### config.mk
export PLATFORM = sky130hd
export DESIGN_NAME = pipe_stall_ctrl
export DESIGN_NICKNAME = d
export VERILOG_FILES = /design/src/rtl/pipe_stall_ctrl.sv
export SDC_FILE = /design/constraint.sdc
export NUM_CORES = 1
export LEC_CHECK = 0
export ABC_AREA = 0
export CAP_MARGIN = 20
export CELL_PAD_IN_SITES_DETAIL_PLACEMENT = 1
export CELL_PAD_IN_SITES_GLOBAL_PLACEMENT = 2
export CORE_MARGIN = 4
export CORE_UTILIZATION = 24
export DETAILED_ROUTE_END_ITERATION = 6
export MAX_ROUTING_LAYER = met4
export PLACE_DENSITY_LB_ADDON = 0.1
export RECOVER_POWER = 25
export SLEW_MARGIN = 20
export SYNTH_ARGS = -nofsm -noshare
export SYNTH_HDL_FRONTEND = slang
export SYNTH_SLANG_ARGS = --single-unit
export TNS_END_PERCENT = 20
### constraint.sdc
create_clock -name clk_i -period 1.4 [get_ports clk_i]
set_input_delay 0.21 -clock clk_i [delete_from_list [all_inputs] [get_ports clk_i]]
set_output_delay 0.21 -clock clk_i [all_outputs]
set_load 0.005 [all_outputs]
### src/rtl/pipe_stall_ctrl.sv
// pipe_stall_ctrl: stall/flush sequencer for the 5-stage pipeline.
// Merges the ID hazard, SRAM wait states, the multi-cycle divider and MEM-stage
// exception/ERET redirects into per-register stall and flush strobes.
// It also owns the divider occupancy counter and the data-access timeout counter.
//
// state  | meaning
// -------+-------------------------------------------------------------
// ST_RUN | no divide in flight; a DIV reaching EX is accepted here
// ST_DIV | divide in flight; div_cnt_q counts down the remaining cycles
module pipe_stall_ctrl #(
    parameter int DIV_LAT     = 36,
    parameter int MEM_TIMEOUT = 255
) (
    input  logic clk_i,
    input  logic rst_i,
    input  logic conflict_stall_i,
    input  logic inst_req_i,
    input  logic inst_ok_i,
    input  logic data_req_mem_i,
    input  logic data_ok_i,
    input  logic div_req_ex_i,
    input  logic exc_mem_i,
    input  logic eret_mem_i,
    output logic stall_pc_o,
    output logic stall_if_id_o,
    output logic stall_id_ex_o,
    output logic stall_ex_mem_o,
    output logic flush_if_id_o,
    output logic flush_id_ex_o,
    output logic flush_ex_mem_o,
    output logic flush_mem_wb_o,
    output logic exc_redirect_o,
    output logic div_busy_o,
    output logic div_done_o,
    output logic div_abort_o,
    output logic mem_timeout_o
);

    localparam int DCW = $clog2(DIV_LAT);
    localparam int TCW = $clog2(MEM_TIMEOUT + 1);

    // The entry cycle is spent in ST_RUN and the final cycle at count zero,
    // so the counter is loaded two short of the full latency.
    localparam logic [DCW-1:0] DIV_INIT = DCW'(DIV_LAT - 2);
    localparam logic [TCW-1:0] TO_LAST  = TCW'(MEM_TIMEOUT - 1);

    typedef enum logic {ST_RUN = 1'b0, ST_DIV = 1'b1} state_t;

    state_t         state_q, state_d;
    logic [DCW-1:0] div_cnt_q, div_cnt_d;
    logic [TCW-1:0] to_cnt_q, to_cnt_d;

    logic exc, dwait, iwait, divw, div_cnt_zero;

    assign exc          = exc_mem_i | eret_mem_i;
    assign dwait        = data_req_mem_i & ~data_ok_i;
    assign iwait        = inst_req_i & ~inst_ok_i;
    assign div_cnt_zero = (div_cnt_q == '0);
    assign divw         = (state_q == ST_RUN) ? div_req_ex_i : ~div_cnt_zero;

    // State register with synchronous reset.
    always_ff @(posedge clk_i) begin
        if (rst_i) begin
            state_q   <= ST_RUN;
            div_cnt_q <= '0;
            to_cnt_q  <= '0;
        end else begin
            state_q   <= state_d;
            div_cnt_q <= div_cnt_d;
            to_cnt_q  <= to_cnt_d;
        end
    end

    // Next state: divider sequencing and data-wait timeout counting.
    always_comb begin
        state_d   = state_q;
        div_cnt_d = div_cnt_q;
        to_cnt_d  = '0;
        if (exc) begin
            state_d   = ST_RUN;
            div_cnt_d = '0;
        end else begin
            if (dwait) begin
                to_cnt_d = (to_cnt_q == TO_LAST) ? '0 : to_cnt_q + 1'b1;
            end
            case (state_q)
                ST_RUN: begin
                    if (div_req_ex_i && !dwait) begin
                        state_d   = ST_DIV;
                        div_cnt_d = DIV_INIT;
                    end
                end
                ST_DIV: begin
                    // The count keeps running under a data wait; only the
                    // completion itself has to wait for MEM to drain.
                    if (!div_cnt_zero) begin
                        div_cnt_d = div_cnt_q - 1'b1;
                    end else if (!dwait) begin
                        state_d = ST_RUN;
                    end
                end
                default: state_d = ST_RUN;
            endcase
        end
    end

    // Outputs: reset and exceptions override, otherwise the deepest cause wins.
    always_comb begin
        stall_pc_o     = 1'b0;
        stall_if_id_o  = 1'b0;
        stall_id_ex_o  = 1'b0;
        stall_ex_mem_o = 1'b0;
        flush_if_id_o  = 1'b0;
        flush_id_ex_o  = 1'b0;
        flush_ex_mem_o = 1'b0;
        flush_mem_wb_o = 1'b0;
        exc_redirect_o = 1'b0;
        div_done_o     = 1'b0;
        div_abort_o    = 1'b0;
        mem_timeout_o  = 1'b0;
        div_busy_o     = (state_q == ST_DIV);
        if (rst_i || exc) begin
            flush_if_id_o  = 1'b1;
            flush_id_ex_o  = 1'b1;
            flush_ex_mem_o = 1'b1;
            flush_mem_wb_o = 1'b1;
            if (!rst_i) begin
                exc_redirect_o = 1'b1;
                div_abort_o    = (state_q == ST_DIV);
            end
        end else begin
            div_done_o    = (state_q == ST_DIV) && div_cnt_zero && !dwait;
            mem_timeout_o = dwait && (to_cnt_q == TO_LAST);
            if (dwait) begin
                stall_pc_o     = 1'b1;
                stall_if_id_o  = 1'b1;
                stall_id_ex_o  = 1'b1;
                stall_ex_mem_o = 1'b1;
                flush_mem_wb_o = 1'b1;
            end else if (divw) begin
                stall_pc_o     = 1'b1;
                stall_if_id_o  = 1'b1;
                stall_id_ex_o  = 1'b1;
                flush_ex_mem_o = 1'b1;
            end else if (conflict_stall_i) begin
                stall_pc_o     = 1'b1;
                stall_if_id_o  = 1'b1;
                flush_id_ex_o  = 1'b1;
            end else if (iwait) begin
                stall_pc_o     = 1'b1;
                flush_if_id_o  = 1'b1;
            end
        end
    end

endmodule

Yosys cells after proc, flatten, opt, wreduce, memory -nomap -nowiden
Index checks and enable logic that the tools add are counted.
{"block": "word_totals", "ram_bits": 0, "input_bits": 10, "mem_count": 0, "mem_bits_ro": 0, "register_bits": 15, "elab_cells": 63, "latch_bits": 0, "output_inout_bits": 13}
{"block": "op_classes", "n_reduce_logical": 10, "addsub": 2, "mul": 0, "n_div": 0, "magnitude_cmp": 0, "n_mux": 37, "eq_ne": 3, "bitwise_logic": 8, "shift": 0}
{"cell": "$mux W1", "n": 33}
{"cell": "$mux W6", "n": 2}
{"cell": "$pmux W6 S2", "n": 1}
{"cell": "$add A8 B1 Y8 const B", "n": 1}
{"cell": "$eq A8 B8 Y1 const B", "n": 1}
{"cell": "$logic_not A6 Y1", "n": 1}
{"cell": "$sub A6 B1 Y6 const B", "n": 1}
{"cell": "$not A1 Y1", "n": 5}
{"cell": "$logic_and A1 B1 Y1", "n": 4}
{"cell": "$reduce_or A4 Y1", "n": 1}
{"cell": "$and A1 B1 Y1", "n": 2}
{"cell": "$ne A2 B1 Y1 const B", "n": 1}
{"cell": "$ne A2 B2 Y1 const B", "n": 1}
{"cell": "$pmux W1 S2", "n": 1}
{"cell": "$reduce_and A2 Y1", "n": 1}
{"cell": "$reduce_or A2 Y1", "n": 1}
{"cell": "$logic_not A1 Y1", "n": 1}
{"cell": "$logic_or A1 B1 Y1", "n": 1}
{"cell": "$or A1 B1 Y1", "n": 1}

Longest topological paths before layout
Gate-level depths: netlist of the first run.
{"block": "logic_depth", "depth_word": 7, "depth_mapped": 5, "ltp_nobuf": 5}

Worst setup path before layout of the first run
Ideal clock, no wire load.
{"block": "synth_path", "path_type": "reg-to-output", "from": "register div_cnt_q[2]", "to": "output port flush_id_ex_o", "t_arrival_ns": 1.230, "required_time_ns": 1.190, "slack_ns": -0.040, "n_path_buf": 0, "path_stages_with_launch": 4, "path_cell_list": "dfxtp_1 or3_4 o21ai_1 a31o_2"}
{"block": "synth_via", "elab_chain_len": 6}
{"item": "start: declaration", "line_no": "50", "text": "logic [DCW-1:0] div_cnt_q, div_cnt_d;"}
{"item": "start signal: assignment", "line_no": "69", "text": "div_cnt_q <= div_cnt_d;"}
{"item": "$logic_not A6 Y1", "line_no": "58", "text": "assign div_cnt_zero = (div_cnt_q == '0);"}
{"item": "$not A1 Y1", "line_no": "59", "text": "assign divw = (state_q == ST_RUN) ? div_req_ex_i : ~div_cnt_zero;"}
{"item": "$mux W1", "line_no": "59"}
{"item": "$mux W1", "line_no": "140", "text": "end else if (divw) begin"}
{"item": "$mux W1", "line_no": "134", "text": "if (dwait) begin"}
{"item": "$mux W1", "line_no": "122", "text": "if (rst_i || exc) begin"}
{"item": "end: declaration", "line_no": "29", "text": "output logic flush_id_ex_o,"}
Every way passes these cells.

Worst setup path in the final report of the first run
{"block": "layout_path", "from": "register div_cnt_q[4]", "to": "output port stall_id_ex_o"}
{"block": "layout_via", "elab_chain_len": 6}
{"item": "$logic_not A6 Y1", "line_no": "58"}
{"item": "$not A1 Y1", "line_no": "59"}
{"item": "$mux W1", "line_no": "59"}
{"item": "$mux W1", "line_no": "140"}
{"item": "$mux W1", "line_no": "134"}
{"item": "$mux W1", "line_no": "122"}
{"item": "end: declaration", "line_no": "26", "text": "output logic stall_id_ex_o,"}
Every way passes these cells.

==> results of run 1 <==
registers in the layout (all words and copies together), names as in the netlist:
signal / count
div_cnt_q: 6
to_cnt_q: 8
div_busy_o: 1
cell type report:
class                           instances  share of cell area (%)
Clock buffer                            4                    1.69
Inverter                                5                    1.21
Multi-Input combinational cell         82                    40.9
Sequential cell                        15                    20.0
Tap cell                               46                    3.71
Timing Repair Buffer                   64                    32.6
metal layers:
metal	routed length (µm)	vias up	part of all wire (%)	global-route usage [%]
li1	-	517	-	-
met1	1410	477	46	17.2
met2	1520	19	50	26.1
met3	72	4	2.4	3.00
met4	38	0	1.2	4.81
met5	0	-	0	-
tightest hold or removal path: stages:
cell and delay (ns):
dlygate4sd2_1 0.24, nand2b_1 0.11, buf_4 0.13, a311oi_1 0.08
stage by stage:
| stage | setup TNS, ns | instance area (µm²) |
|---|---|---|
| 2_1_floorplan | 0 | 861 |
| 3_3_place_gp | -8.88 | 1370 |
| 3_5_place_dp | -9.14 | 1370 |
| 4_1_cts | -3.02 | 1540 |
| 5_1_grt | -4.20 | 1550 |
| 6_report | -2.68 | 1550 |
repair_timing:
action | in CTS | in global routing
cloned | 0 | 0
gates resized for setup | 71 | 11
pin swaps | 22 | 5
hold endpoints to repair | 0 | 0
setup endpoints to repair | 24 | 22
setup buffers | 9 | 1
path summary, 6_finish.rpt:
path	end	slack (ns)	cells past startpoint
setup / recovery	stall_id_ex_o	-0.40	6
hold / removal	div_busy_o$_SDFF_PN0_	0.50	4
setup reg to reg	div_cnt_q[4]$_SDFFE_PN0P_	-0.08	5
hold reg to reg	to_cnt_q[0]$_SDFF_PP0_	0.51	2
placed cells by master (no fill, tap or decap), drive strengths merged, types with 3 or more instances in the layout:
| cell type | count |
|---|---|
| o21ai | 4 |
| clkdlybuf4s50 | 4 |
| dlygate4sd2 | 6 |
| nor2 | 11 |
| nor3 | 5 |
| nand2 | 7 |
| a211o | 3 |
| nand2b | 3 |
| or3 | 4 |
| inv | 5 |
| buf | 49 |
| a21oi | 9 |
| ha | 4 |
| clkbuf | 6 |
| nand3 | 3 |
| dfxtp | 15 |
| nor2b | 4 |
cell families after synthesis:
logic type                 count (synthesis)
AOI/OAI and AO/OA                         29
and+or+nand+nor                           46
DFF                                       15
adders and majority gates                  4
xor gates and xnor gates                   3
buffers and inverters                      7
power groups by stage:
stage / combinational, µW / clock, µW / sequential, µW
final: 152 / 260 / 431
after global routing: 167 / 286 / 431
after CTS: 150 / 269 / 431
after global placement: 135 / 0 / 441
after floorplan: 44.9 / 0 / 442
after detailed placement: 138 / 0 / 441
==> impl_metrics.env, run 1 <==
export IMPL_status="finished with violations"
export IMPL_violations="negative setup slack"
export IMPL_drive_gt1_share_pct=50.0
export IMPL_drc=0
export IMPL_firstDrtPassIters=4
export IMPL_cts_buffers_inserted=3
export IMPL_multiInputGateArea_um2=634
export IMPL_grt_ovfl_total=0
export IMPL_yosys_area_top_type="dfxtp_1"
export IMPL_grt_pass1_wl_mm=5.00
export IMPL_synth_cells=104
export IMPL_power_frac_clock_pct=30.8
export IMPL_io_pins=23
export IMPL_yosys_warnings=0
export IMPL_dieArea_um2=4590
export IMPL_holdWs_ns=0.504
export IMPL_crit_fanout=4
export IMPL_synthMuxAreaShare_pct=0
export IMPL_layout_setup_ws_ns=-0.396
export IMPL_intPower_uw=624
export IMPL_hold_path_class="input pin to flop"
export IMPL_async_flop_share_pct=0
export IMPL_slowest_stage="or3_4"
export IMPL_cts_root_buffer="clkbuf_4"
export IMPL_core_area_um2=3390
export IMPL_critPathLaunchType="flop"
export IMPL_setup_violations=16
export IMPL_ctsHoldBuffers=0
export IMPL_power_density_nw_per_um2=543
export IMPL_slew_limit_headroom_pct=63.6
export IMPL_grt_max_degree=9
export IMPL_hp_start="data_req_mem_i"
export IMPL_clk_pin_slew_ns=0.10
export IMPL_seqPwrFrac_pct=51.1
export IMPL_rsz0062_at_grt="yes"
export IMPL_crit_family="simple AND/OR/NAND/NOR gates"
export IMPL_synthesis_area_per_instance_um2=8.24
export IMPL_pwr_share_comb_pct=18.0
export IMPL_postLayoutCoreUtil_pct=45.8
export IMPL_fin_crit_sh_pct=128
export IMPL_synthTopCellsByCount="dfxtp_1, nor2_1, a21oi_1"
export IMPL_grt_pass1_vias=1111
export IMPL_die_w_um=67.8
export IMPL_synth_enable_flop_cells=0
export IMPL_first_iter_violations=45
export IMPL_synth_top_area_share_pct=35.0
export IMPL_rr_startpoint="div_cnt_q[4]$_SDFFE_PN0P_"
export IMPL_power_uw=843
export IMPL_leakage_uw=0.000645
export IMPL_gp_congestion=0.799
export IMPL_fillers=411
export IMPL_track_usage_pct=15.0
export IMPL_vias=1017
export IMPL_hpwl_mm=2.26
export IMPL_die_y_um=67.8
export IMPL_synth_fp_nets=118
export IMPL_seq_area_um2=310
export IMPL_synthSimpleGateAreaFrac_pct=29.9
export IMPL_synth_ff_type="dfxtp_1"
export IMPL_synth_top_family_by_area="simple AND/OR/NAND/NOR gates"
export IMPL_nNetsFinal=185
export IMPL_clk_latency_ns=0.28
export IMPL_avgRoutedWirePerCell_um=14.1
export IMPL_critical_path_n_buffers_inverters=3
export IMPL_finalHoldViolCount=0
export IMPL_yosys_area_share_xor_xnor_pct=3.07
export IMPL_fmaxAchievable_ghz=0.557
export IMPL_synth_compound_area_share_pct=23.1
export IMPL_pre_cts_slack_ns=-0.653
export IMPL_arrival_ns=1.59
export IMPL_synth_area_top_cells="dfxtp_1, ha_1, a21oi_1"
export IMPL_avgViaCountPerCell=4.71
export IMPL_cp_common_cell="buf_6"
export IMPL_drv_slew=0
export IMPL_antenna_found_initial=0
export IMPL_finalNonFillerCells=216
export IMPL_synth_most_common_cell="dfxtp_1"
export IMPL_clockBufferDepth=2
export IMPL_synth_seq_cells=15
export IMPL_crit_start="div_cnt_q[4]$_SDFFE_PN0P_"
export IMPL_start_util_pct=25.3
export IMPL_portBuffers=22
export IMPL_ir_drop_v=0.000220
export IMPL_p_switching_uw=219
export IMPL_cts_tree="built"
export IMPL_antenna_cells=0
export IMPL_yosys_cell_types_count=35
export IMPL_htreeDepth=1
export IMPL_fin_crit_ns=1.80
export IMPL_crit_chain="or3_4 > o21ai_4 > buf_6 > buf_6 > a21oi_2 > buf_2"
export IMPL_critPathRequiredTime_ns=1.19
export IMPL_drv_cap=0
export IMPL_synth_cell_area_um2=857
export IMPL_totalWireLength_mm=3.04
export IMPL_skew_ns=0.00292
export IMPL_ant_nets=0
export IMPL_cp_end_kind="primary output"
export IMPL_cpPeakStageDelay_ns=0.41
export IMPL_ys_seq_area_share_pct=35.0
export IMPL_dpl_cell_count=202
export IMPL_tightest_slew_ns=0.544
export IMPL_synthAdderAreaFrac_pct=5.84
export IMPL_worstSetupPathType="flop to primary output"
export IMPL_clock_sinks=15
export IMPL_area_delta_synth_final_pct=81.2
export IMPL_swShare_pct=26.0
export IMPL_rows=21
No activity file was read; power rests on OpenSTA's default activity.
==> run 2, diff against run 1 <==
Settings changed: SKIP_LAST_GASP from default to 1.
==> impl_metrics.env, run 2 (synthesized netlist as in run 1, its figures left out) <==
export IMPL_clock_sinks=15
export IMPL_slowest_stage="or3_4"
export IMPL_core_area_um2=3390
export IMPL_fmaxAchievable_ghz=0.553
export IMPL_cts_root_buffer="clkbuf_4"
export IMPL_gp_congestion=0.799
export IMPL_pre_cts_slack_ns=-0.653
export IMPL_largest_reg_flops=8
export IMPL_rsz0062_at_grt="yes"
export IMPL_skew_ns=0.00341
export IMPL_worstHoldEndpoint="div_busy_o$_SDFF_PN0_"
export IMPL_drive_gt1_share_pct=44.4
export IMPL_use_met3_pct=3.00
export IMPL_power_frac_clock_pct=30.4
export IMPL_grt_max_degree=9
export IMPL_grt_pass1_wl_mm=4.89
export IMPL_drv_slew=0
export IMPL_critPathLaunchType="flop"
export IMPL_crit_fanout=5
export IMPL_fin_crit_sh_pct=129
export IMPL_ant_nets=0
export IMPL_area_delta_synth_final_pct=83.5
export IMPL_arrival_ns=1.60
export IMPL_leakage_uw=0.000688
export IMPL_drv_cap=0
export IMPL_critPathRequiredTime_ns=1.19
export IMPL_regMostFlops="to_cnt_q"
export IMPL_setup_violations=23
export IMPL_slew_limit_headroom_pct=63.8
export IMPL_antenna_cells=0
export IMPL_clk_pin_slew_ns=0.10
export IMPL_hp_start="data_req_mem_i"
export IMPL_avgRoutedWirePerCell_um=14.2
export IMPL_dieArea_um2=4590
export IMPL_totalWireLength_mm=3.08
export IMPL_swShare_pct=25.5
export IMPL_fillers=410
export IMPL_htreeDepth=1
export IMPL_rows=21
export IMPL_reg2reg_slack_ns=-0.19
export IMPL_grt_ovfl_total=0
export IMPL_holdWs_ns=0.410
export IMPL_status="finished with violations"
export IMPL_io_pins=23
export IMPL_met1_usage_pct=17.3
export IMPL_crit_chain="or3_4 > o21ai_4 > buf_6 > buf_6 > a21oi_2 > buf_2"
export IMPL_first_iter_violations=21
export IMPL_finalHoldViolCount=0
export IMPL_layout_setup_ws_ns=-0.409
export IMPL_track_usage_pct=14.6
export IMPL_power_density_nw_per_um2=539
export IMPL_r2r_cells=4
export IMPL_power_uw=847
export IMPL_rr_startpoint="div_busy_o$_SDFF_PN0_"
export IMPL_regToRegEndpoint="div_cnt_q[3]$_SDFFE_PN0P_"
export IMPL_min_path_cells=4
export IMPL_seqPwrFrac_pct=51.0
export IMPL_fin_crit_ns=1.81
export IMPL_die_y_um=67.8
export IMPL_violations="negative setup slack"
export IMPL_cts_buffers_inserted=3
export IMPL_antenna_found_initial=0
export IMPL_clk_latency_ns=0.28
export IMPL_cp_end_kind="primary output"
export IMPL_final_common_cell="buf_4"
export IMPL_cp_common_cell="buf_6"
export IMPL_hpwl_mm=2.26
export IMPL_met2_usage_pct=24.2
export IMPL_die_w_um=67.8
export IMPL_final_cell_mix="buf_4, dfxtp_1, nor2_1"
export IMPL_clockBufferDepth=2
export IMPL_ir_drop_v=0.000217
export IMPL_busiest_layer="met2"
export IMPL_cts_tree="built"
export IMPL_p_switching_uw=216
export IMPL_avgViaCountPerCell=4.76
export IMPL_hold_path_class="input pin to flop"
export IMPL_portBuffers=22
export IMPL_tightest_slew_ns=0.541
export IMPL_grt_pass1_vias=1090
export IMPL_firstDrtPassIters=4
export IMPL_start_util_pct=25.3
export IMPL_intPower_uw=631
export IMPL_vias=1034
export IMPL_nNetsFinal=186
export IMPL_cpPeakStageDelay_ns=0.41
export IMPL_pwr_share_comb_pct=18.6
export IMPL_drc=0
export IMPL_worstSetupPathType="flop to primary output"
## run 2: per-layer routing
metal  share of wire (%)  up-vias
met4                 1.8        0
met2                  50       21
met5                   0        -
met1                  46      485
li1                    -      522
met3                 2.4        6
## run 2: worst max path at each step
stage	depth (start not counted)	from	slack, ns	end
floorplan	5	div_cnt_q[0]$_SDFFE_PN0P_	0.04	div_cnt_q[1]$_SDFFE_PN0P_
global placement	6	data_req_mem_i	-0.68	mem_timeout_o
detailed placement	6	data_req_mem_i	-0.65	flush_if_id_o
CTS	6	div_cnt_q[4]$_SDFFE_PN0P_	-0.41	stall_id_ex_o
global route	6	div_cnt_q[4]$_SDFFE_PN0P_	-0.49	stall_id_ex_o
finish	6	div_cnt_q[4]$_SDFFE_PN0P_	-0.41	stall_id_ex_o
## run 2: cell type report
class                           count  area [µm²]  area share [%]
Tap cell                           46        57.6            3.66
Clock buffer                        4        26.3            1.67
Timing Repair Buffer               65         531            33.7
Inverter                            5        18.8            1.19
Sequential cell                    15         304            19.3
Multi-Input combinational cell     82         636            40.4
## run 2: what timing repair did
action                                  4_1_cts  5_1_grt
endpoints found under the setup margin       24       25
hold buffers                                  0        0
pin swaps                                     9        4
resized for setup                            40       21
endpoints found under the hold margin         0        0
setup buffers                                 9        2
## run 2: power by group through the flow
stage	logic (µW)	registers (µW)	clock network (µW)
finish	158	432	258
detailed placement	138	441	0
global placement	135	441	0
floorplan	44.9	442	0
global route	173	432	287
CTS	151	432	270
## run 2: critical path, delay by kind of cell (launching register included)
family | cells | cell delay (ns)
and+or+nand+nor | 1 | 0.41
DFF | 1 | 0.33
buffers and inverters | 3 | 0.33
AOI/OAI and AO/OA | 2 | 0.24
## run 2: stage by stage
| step | area (µm²) | util [%] | setup TNS, ns | instances |
|---|---|---|---|---|
| 2_1_floorplan | 861 | - | 0 | 104 |
| 3_3_place_gp | 1370 | 40.5 | -8.88 | 202 |
| 3_5_place_dp | 1370 | 40.5 | -9.14 | 202 |
| 4_1_cts | 1500 | 44.1 | -5.73 | 215 |
| 5_1_grt | 1570 | 46.4 | -6.20 | 217 |
| 6_report | 1570 | 46.4 | -4.04 | 217 |
==> run 3, diff against run 2 <==
Settings changed: CORE_ASPECT_RATIO from default to 1.5, PLACE_DENSITY from default to 0.83, PLACE_DENSITY_LB_ADDON 0.1 to default.
==> impl_metrics.env, run 3 (synthesized netlist as in run 1, its figures left out) <==
export IMPL_status="finished with violations"
export IMPL_violations="negative setup slack"
export IMPL_setup_tns_ns=-4.15
export IMPL_cts_tree="built"
export IMPL_finalHoldViolCount=0
export IMPL_clk_pin_slew_ns=0.07
export IMPL_fillers=426
export IMPL_dieArea_um2=4610
export IMPL_totalWireLength_mm=3.20
export IMPL_first_iter_violations=6
export IMPL_antenna_found_initial=0
export IMPL_slew_limit_headroom_pct=66.6
export IMPL_holdWs_ns=0.500
export IMPL_cts_buffers_inserted=3
export IMPL_ant_nets=0
export IMPL_cts_root_buffer="clkbuf_8"
export IMPL_antenna_cells=0
export IMPL_drc=0
export IMPL_cp_end_kind="primary output"
export IMPL_critPathRequiredTime_ns=1.19
export IMPL_final_cell_mix="buf_4, dfxtp_1, nor2_1"
export IMPL_critPathLaunchType="flop"
export IMPL_firstDrtPassIters=4
export IMPL_nNetsFinal=180
export IMPL_grt_pass1_vias=1158
export IMPL_vias=1054
export IMPL_skew_ns=0.00109
export IMPL_setup_violations=15
export IMPL_core_area_um2=3420
export IMPL_grt_pass1_wl_mm=5.25
export IMPL_avgViaCountPerCell=5.09
export IMPL_arrival_ns=1.61
export IMPL_cpPeakStageDelay_ns=0.42
export IMPL_rsz0062_at_grt="yes"
export IMPL_tightest_slew_ns=0.499
export IMPL_slowest_stage="or3_4"
export IMPL_crit_fanout=5
export IMPL_final_common_cell="buf_4"
export IMPL_power_uw=948
export IMPL_track_usage_pct=15.0
export IMPL_fin_crit_ns=1.82
export IMPL_drive_gt1_share_pct=39.4
export IMPL_drv_cap=0
export IMPL_avgRoutedWirePerCell_um=15.4
export IMPL_crit_chain="or3_4 > o21ai_4 > buf_6 > a31oi_2 > buf_2"
export IMPL_die_w_um=56.8
export IMPL_htreeDepth=1
export IMPL_finalNonFillerCells=207
export IMPL_ir_drop_v=0.000401
export IMPL_clockBufferDepth=2
export IMPL_leakage_uw=0.000621
export IMPL_drv_slew=0
export IMPL_crit_family="simple AND/OR/NAND/NOR gates"
export IMPL_regMostFlops="to_cnt_q"
export IMPL_clk_latency_ns=0.25
export IMPL_dpl_cell_count=195
export IMPL_io_pins=23
export IMPL_layout_setup_ws_ns=-0.420
export IMPL_gp_congestion=0.726
export IMPL_hold_path_class="input pin to flop"
export IMPL_power_density_nw_per_um2=635
export IMPL_grt_max_degree=12
export IMPL_clock_sinks=15
export IMPL_hpwl_mm=2.21
export IMPL_fin_crit_sh_pct=130
export IMPL_die_y_um=81.2
export IMPL_portBuffers=22
export IMPL_critical_path_n_buffers_inverters=2
export IMPL_largest_reg_flops=8
export IMPL_worstSetupPathType="flop to primary output"
export IMPL_area_delta_synth_final_pct=74.2
export IMPL_fmaxAchievable_ghz=0.549
export IMPL_postLayoutCoreUtil_pct=43.7
export IMPL_rows=26
export IMPL_grt_ovfl_total=0
export IMPL_start_util_pct=25.1
[run 3: cell types whose count changed in the layout (fill, tap and decap cells not counted), moves of 2 or more]
cell,previous run,this run
dlymetal6s2s_1,4,1
buf_4,38,34
ha_4,2,0
dfxtp_2,3,1
clkbuf_4,4,0
clkbuf_8,0,3
dfxtp_1,12,14
nor3_1,2,4
dlygate4sd2_1,2,6
[run 3: area by class of cell]
class	instances	area (µm²)	area share, %
multi-input combinational	82	591	39.6
timing repair buffer	59	480	32.2
sequential	15	302	20.2
tap	42	52.6	3.52
clock buffer	3	41.3	2.77
inverter	5	18.8	1.26
clock inverter	1	7.51	0.503
[run 3: worst paths after layout]
check | start | endpoint | slack (ns) | depth (start not counted)
setup / recovery | div_cnt_q[3]$_SDFFE_PN0P_ | flush_ex_mem_o | -0.42 | 5
hold / removal | data_req_mem_i | div_busy_o$_SDFF_PN0_ | 0.50 | 4
setup reg to reg | div_cnt_q[0]$_SDFFE_PN0P_ | div_cnt_q[1]$_SDFFE_PN0P_ | -0.17 | 5
hold reg to reg | to_cnt_q[5]$_SDFF_PP0_ | to_cnt_q[5]$_SDFF_PP0_ | 0.52 | 2
[run 3: per-layer routing]
| layer | wire, µm | part of all wire, % | track usage [%] |
|---|---|---|---|
| met5 | 0 | 0 | - |
| met2 | 1890 | 59 | 29.3 |
| met4 | 51 | 1.6 | 7.42 |
| met1 | 1180 | 37 | 14.2 |
| met3 | 77 | 2.4 | 1.91 |
[run 3: power breakdown]
| group | switching (µW) | internal (µW) | leakage [µW] |
|---|---|---|---|
| Sequential | 1.95 | 429 | 0.000122 |
| Clock | 173 | 200 | 0.0000217 |
| Combinational | 64.9 | 79.0 | 0.000478 |
| Total | 240 | 708 | 0.000621 |
[run 3: stage by stage]
step	setup WS (ns)	area (µm²)
finish	-0.420	1490
detailed placement	-0.694	1340
floorplan	0.0426	861
global placement	-0.639	1340
global route	-0.465	1490
CTS	-0.388	1470
[run 3: worst min-delay path: stages]
cell            delay (ns)
dlymetal6s2s_1        0.13
buf_4                 0.13
nand2b_1              0.13
a311oi_1              0.11
[run 3: what timing repair did]
action / CTS / global route
endpoints found under the setup margin: 19 / 25
setup buffers: 6 / 2
hold buffers: 0 / 0
gates resized for setup: 44 / 5
pin swaps: 9 / 1
